`src/rtl/uart_rx_ctrl.sv`:
```
// uart_rx_ctrl: sequencing controller for a 16x-oversampling UART receiver.
// Generates the oversample tick, gates reception with rx_en, buffers completed
// bytes in a show-ahead FIFO drained over valid/ready, and flags overrun and
// character timeout.
// Optional break detector: define UART_RX_CTRL_BREAK_DET_EN to add din/brk.
module uart_rx_ctrl #(
    parameter int unsigned DIV_W    = 11,
    parameter int unsigned DIV_RST  = 650,
    parameter int unsigned DEPTH    = 4,
    parameter int unsigned TO_TICKS = 640
) (
    input  logic                     clk,
    input  logic                     rst,
    input  logic                     cfg_we,
    input  logic [DIV_W-1:0]         cfg_div,
    input  logic                     rx_en,
    output logic                     tick,
    input  logic                     rx_done,
    input  logic [7:0]               rx_data,
    output logic                     m_valid,
    input  logic                     m_ready,
    output logic [7:0]               m_data,
    output logic [$clog2(DEPTH):0]   level,
    output logic                     overrun,
    output logic                     timeout_irq,
    input  logic                     clr_err
`ifdef UART_RX_CTRL_BREAK_DET_EN
    ,
    input  logic                     din,
    output logic                     brk
`endif
);

    localparam int unsigned AW = $clog2(DEPTH);
    localparam int unsigned LW = AW + 1;
    localparam int unsigned TW = $clog2(TO_TICKS + 1);

    typedef enum logic [1:0] {
        S_OFF = 2'd0,
        S_RUN = 2'd1,
        S_TMO = 2'd2
    } state_t;

    state_t            r_state;
    state_t            w_state_nxt;
    logic [DIV_W-1:0]  r_div;
    logic [DIV_W-1:0]  r_cnt;
    logic              r_tick;
    logic [TW-1:0]     r_to_cnt;
    logic              r_irq;
    logic              r_ovr;
    logic [7:0]        r_mem [DEPTH];
    logic [AW-1:0]     r_wptr;
    logic [AW-1:0]     r_rptr;
    logic [LW-1:0]     r_level;

    logic              w_active;
    logic              w_empty;
    logic              w_full;
    logic              w_pop;
    logic              w_push_req;
    logic              w_push;
    logic              w_drop;
    logic              w_brk_sup;

    assign w_active   = (r_state != S_OFF);
    assign w_empty    = (r_level == '0);
    assign w_full     = (r_level == LW'(DEPTH));
    assign w_pop      = !w_empty && m_ready;
    assign w_push_req = rx_done && w_active && !w_brk_sup;
    // A full FIFO still accepts a byte when the head leaves in the same cycle.
    assign w_push     = w_push_req && (!w_full || w_pop);
    assign w_drop     = w_push_req && w_full && !w_pop;

    // State register.
    always_ff @(posedge clk) begin
        if (rst) r_state <= S_OFF;
        else     r_state <= w_state_nxt;
    end

    // Next-state logic: enable gating and character-timeout entry/exit.
    always_comb begin
        w_state_nxt = r_state;
        case (r_state)
            S_OFF: begin
                if (rx_en) w_state_nxt = S_RUN;
            end
            S_RUN: begin
                if (!rx_en)
                    w_state_nxt = S_OFF;
                else if (r_tick && !w_empty && !w_push && !w_pop &&
                         (r_to_cnt == TW'(TO_TICKS - 1)))
                    w_state_nxt = S_TMO;
            end
            S_TMO: begin
                if (!rx_en)
                    w_state_nxt = S_OFF;
                else if (w_push || w_pop || w_empty)
                    w_state_nxt = S_RUN;
            end
            default: w_state_nxt = S_OFF;
        endcase
    end

    // Baud generator: tick pulses once per divisor+1 clocks, held off while OFF.
    always_ff @(posedge clk) begin
        if (rst) begin
            r_div  <= DIV_W'(DIV_RST);
            r_cnt  <= '0;
            r_tick <= 1'b0;
        end else if (cfg_we) begin
            r_div  <= cfg_div;
            r_cnt  <= '0;
            r_tick <= 1'b0;
        end else if (w_state_nxt == S_OFF) begin
            r_cnt  <= '0;
            r_tick <= 1'b0;
        end else if (r_cnt == r_div) begin
            r_cnt  <= '0;
            r_tick <= 1'b1;
        end else begin
            r_cnt  <= r_cnt + DIV_W'(1);
            r_tick <= 1'b0;
        end
    end

    // Timeout counter: saturating tick count of FIFO inactivity while running.
    always_ff @(posedge clk) begin
        if (rst)
            r_to_cnt <= '0;
        else if (!w_active || w_push || w_pop || w_empty)
            r_to_cnt <= '0;
        else if ((r_state == S_RUN) && r_tick && (r_to_cnt != TW'(TO_TICKS - 1)))
            r_to_cnt <= r_to_cnt + TW'(1);
    end

    // Interrupt mirrors the timeout state, aligned with the state register.
    always_ff @(posedge clk) begin
        if (rst) r_irq <= 1'b0;
        else     r_irq <= (w_state_nxt == S_TMO);
    end

    // Sticky overrun; a drop wins over a coincident clear.
    always_ff @(posedge clk) begin
        if (rst)          r_ovr <= 1'b0;
        else if (w_drop)  r_ovr <= 1'b1;
        else if (clr_err) r_ovr <= 1'b0;
    end

    // FIFO storage; contents need no reset since empty reads return zero.
    always_ff @(posedge clk) begin
        if (w_push) r_mem[r_wptr] <= rx_data;
    end

    // FIFO pointers and occupancy.
    always_ff @(posedge clk) begin
        if (rst) begin
            r_wptr  <= '0;
            r_rptr  <= '0;
            r_level <= '0;
        end else begin
            if (w_push) r_wptr <= r_wptr + AW'(1);
            if (w_pop)  r_rptr <= r_rptr + AW'(1);
            case ({w_push, w_pop})
                2'b10:   r_level <= r_level + LW'(1);
                2'b01:   r_level <= r_level - LW'(1);
                default: r_level <= r_level;
            endcase
        end
    end

`ifdef UART_RX_CTRL_BREAK_DET_EN
    localparam int unsigned BRK_TICKS = 160;

    logic [7:0] r_brk_cnt;
    logic       r_brk;

    // Pushes are blocked from the tick that completes a break until din recovers.
    assign w_brk_sup = w_active && !din &&
                       ((r_brk_cnt == 8'(BRK_TICKS)) ||
                        (r_tick && (r_brk_cnt == 8'(BRK_TICKS - 1))));

    // Break detector: count low-line ticks, latch brk at ten bit times.
    always_ff @(posedge clk) begin
        if (rst) begin
            r_brk_cnt <= '0;
            r_brk     <= 1'b0;
        end else begin
            if (!w_active || din)
                r_brk_cnt <= '0;
            else if (r_tick && (r_brk_cnt != 8'(BRK_TICKS)))
                r_brk_cnt <= r_brk_cnt + 8'(1);

            if (w_active && !din && r_tick && (r_brk_cnt == 8'(BRK_TICKS - 1)))
                r_brk <= 1'b1;
            else if (clr_err)
                r_brk <= 1'b0;
        end
    end

    assign brk = r_brk;
`else
    assign w_brk_sup = 1'b0;
`endif

    assign tick        = r_tick;
    assign timeout_irq = r_irq;
    assign overrun     = r_ovr;
    assign level       = r_level;
    assign m_valid     = !w_empty;
    assign m_data      = w_empty ? 8'h00 : r_mem[r_rptr];

endmodule

```
`config.mk`:
```
export PLATFORM = sky130hd
export DESIGN_NAME = uart_rx_ctrl
export DESIGN_NICKNAME = d
export VERILOG_FILES = /design/src/rtl/uart_rx_ctrl.sv
export SDC_FILE = /design/constraint.sdc
export NUM_CORES = 1
export LEC_CHECK = 0
export BUFFER_PORTS_ARGS = -buffer_cell sky130_fd_sc_hd__buf_4
export CORE_ASPECT_RATIO = 0.9
export CORE_UTILIZATION = 60
export CTS_BUF_LIST = sky130_fd_sc_hd__clkbuf_4 sky130_fd_sc_hd__clkbuf_8
export CTS_CLUSTER_SIZE = 40
export DETAILED_ROUTE_END_ITERATION = 6
export MAX_ROUTING_LAYER = met4
export PLACE_DENSITY_LB_ADDON = 0.08
export SETUP_SLACK_MARGIN = 0.5
export SLEW_MARGIN = 20
export SYNTH_ARGS = -nofsm -noshare
export SYNTH_HDL_FRONTEND = slang
export SYNTH_SLANG_ARGS = --single-unit
export TNS_END_PERCENT = 20
```
`constraint.sdc`:
```
create_clock -name clk -period 3 [get_ports clk]
set_clock_uncertainty 0.1 [all_clocks]
set_input_delay 0.45 -clock clk [delete_from_list [all_inputs] [get_ports clk]]
set_output_delay 0.45 -clock clk [all_outputs]
set_load 0.05 [all_outputs]
```
==> reports/metrics.yaml <==
outcome: "complete, no violations"
detail-route-antenna-nets: 0
syn-num-nets: 321
core_area_sq_um: 5320
synthArstFlopShare: 0
fillers: 402
cts_tree: "built"
ys_ff_latch: 78
grt_pass1_wl_microns: 10100
cts.sinks: 78
cts_buffers: 9
cp-end-kind: "output pin"
port_buffers: 40
fmax_mhz: 423
synth_top_area_share: 0.285
cts_root_buffer: "clkbuf_8"
grt_max_degree: 23
cp_cell_sequence: "nor3_1, inv_1, and2_1, buf_4"
initial_core_util: 0.634
cts_hold_buf: 0
firstDrtPassIters: 4
io_pins: 41
first_global_vias: 2174
peakVddDrop_v: 0.000453
synth.distinct_cells: 44
wl_microns: 5960
crit_buf_inv: 2
hold_viol: 0
drc: 0
synth_seq_area_share: 0.558
slew_violations: 0
antenna_found_initial: 0
die_width_microns: 81.0
synth_edf_count: 32
period_share: 0.789
cp_data_arrival_time_ns: 1.82
clk_latency_ns: 0.34
leakage_uw: 0.00141
startpoint_type: "register"
num-nets-final: 363
setup_ws_ns: 0.634
crit_path_max_incr_delay_ns: 0.39
synth_area_per_cell_sq_um: 11.8
grtUsageTotal: 0.238
syn-instance-count: 287
synth.top_cells.by_count: "dfxtp_1, edfxtp_1, nor2_1, xnor2_1, nand2_1"
htree_levels: 3
syn_area_sq_um: 3370
critical_path.slowest_cell: "nor3_1"
synth_area_leaders: "edfxtp_1, dfxtp_1, mux4_2"
worstPathMaxFanout: 13
die_h_microns: 73.1
yosysMostFrequentCell: "dfxtp_1"
critPathRequiredTime_ns: 2.45
dieArea_sq_um: 5930
slew_headroom: 0.584
rows: 25
grt-ovfl-total: 0
gp_congestion: 0.818
seq_area_sq_um: 1890
avgRoutedWirePerCell_microns: 14.9
dr.first_iter.drc_count: 109
cts_buffer_depth: 2
synth_flop_cell: "dfxtp_1"
hp-class: "in -> reg"
maxCapViolations: 0
dr_total_vias: 2240
cpLargestDelayFamily: "simple AND/OR/NAND/NOR gates"
pre_cts_ws_ns: 0.760
tns_ns: 0
dp_hpwl_microns: 4210
yosys_warnings: 0
worst_pin_slew_ns: 0.619
power_density_nw_per_um2: 707
setup_viol_count_final: 0
critPathKind: "reg -> out"
antenna_cells: 0
via_per_inst: 5.59
drive_gt1_frac: 0.216
multi_input_comb_area_sq_um: 1420
area_growth_pct: 16.4
path_clk_slew_ns: 0.08
yosys.area.top_type: "edfxtp_1"
min_period_ns: 2.37
rsz0062_at_grt: "no"
-- flip-flops by register name, summed over array words and instances (netlist names), named ones only --
signal,flops
r_mem,32
r_cnt,11
r_div,11
r_to_cnt,10
level,3
r_rptr,2
r_state,2
r_wptr,2
overrun,1
tick,1
timeout_irq,1
-- kinds of logic (layout without fill, tap and decap cells) --
family,count (synthesis),in the layout,synth area share
compound gates,36,36,0.0757
xor+xnor,27,27,0.0701
fa+ha+maj,8,8,0.0319
buf+inv,18,65,0.0223
flops,78,78,0.558
mux,16,16,0.0772
simple gates,104,104,0.165
-- routing by layer --
metal / vias up / global-route usage / share of wire
li1: 1129 / - / -
met1: 1060 / 0.305 / 0.47
met2: 42 / 0.367 / 0.48
met3: 9 / 0.0600 / 0.040
met4: 0 / 0.0853 / 0.012
met5: - / - / 0
-- what timing repair did --
action                                 in CTS  in global routing
endpoints found under the hold margin       0                  0
setup buffers                               0                  0
resized for setup                           1                  0
setup endpoints to repair                   8                  0
-- final timing paths --
| path | start | to | slack (ns) | cells after the start |
|---|---|---|---|---|
| worst max-delay path | level[0]$_SDFFE_PP0P_ | m_data[5] | 0.63 | 4 |
| worst min-delay path | rx_data[3] | r_mem[0][3]$_DFFE_PP_ | 0.20 | 1 |
| worst max register to register | level[0]$_SDFFE_PP0P_ | level[2]$_SDFFE_PP0P_ | 0.73 | 7 |
| worst min register to register | r_to_cnt[1]$_SDFFE_PP0P_ | r_to_cnt[1]$_SDFFE_PP0P_ | 0.39 | 2 |
-- stage by stage --
step	cells	hold slack (ns)	total power, uW	instance area (sq um)	util
after detailed placement	385	0.385	2040	3730	0.701
after global placement	385	0.365	2030	3730	0.701
after floorplan	287	0.352	1830	3380	-
final	401	0.204	2780	3930	0.738
after global routing	401	0.185	2910	3930	0.738
after CTS	401	0.190	2800	3930	0.738
-- power breakdown --
| part | total [uW] | internal (uW) | switching [uW] | leakage, uW |
|---|---|---|---|---|
| registers | 1250 | 1170 | 84.5 | 0.000666 |
| clock network | 759 | 385 | 374 | 0.0000895 |
| logic | 764 | 293 | 471 | 0.000656 |
-- cell usage in the layout, fill, tap and decap left out, types with 8 or more instances in the layout --
master / netlist / layout
a21oi_1: 9 / 9
and2_1: 10 / 10
buf_4: 0 / 42
clkbuf_8: 0 / 9
dfxtp_1: 46 / 42
edfxtp_1: 32 / 32
mux2i_1: 8 / 8
mux4_2: 8 / 8
nand2_1: 13 / 13
nand3_1: 12 / 12
nor2_1: 32 / 32
xnor2_1: 18 / 18
xor2_1: 9 / 9
-- layout make-up --
class | instances | share of cell area
tap | 67 | 0.0214
clock buffer | 9 | 0.0315
multi-input combinational | 191 | 0.361
clock inverter | 7 | 0.0188
sequential | 78 | 0.481
timing repair buffer | 42 | 0.0803
inverter | 7 | 0.00669
-- worst reg2reg max path: stages (launching register included) --
cell and delay [ns]:
dfxtp_2 0.41, nor3_1 0.12, inv_1 0.31, nand3_1 0.15, fa_1 0.43, or3_1 0.38, a31oi_1 0.18, a311oi_1 0.08
Note: power is estimated with default switching activity, not from simulation.
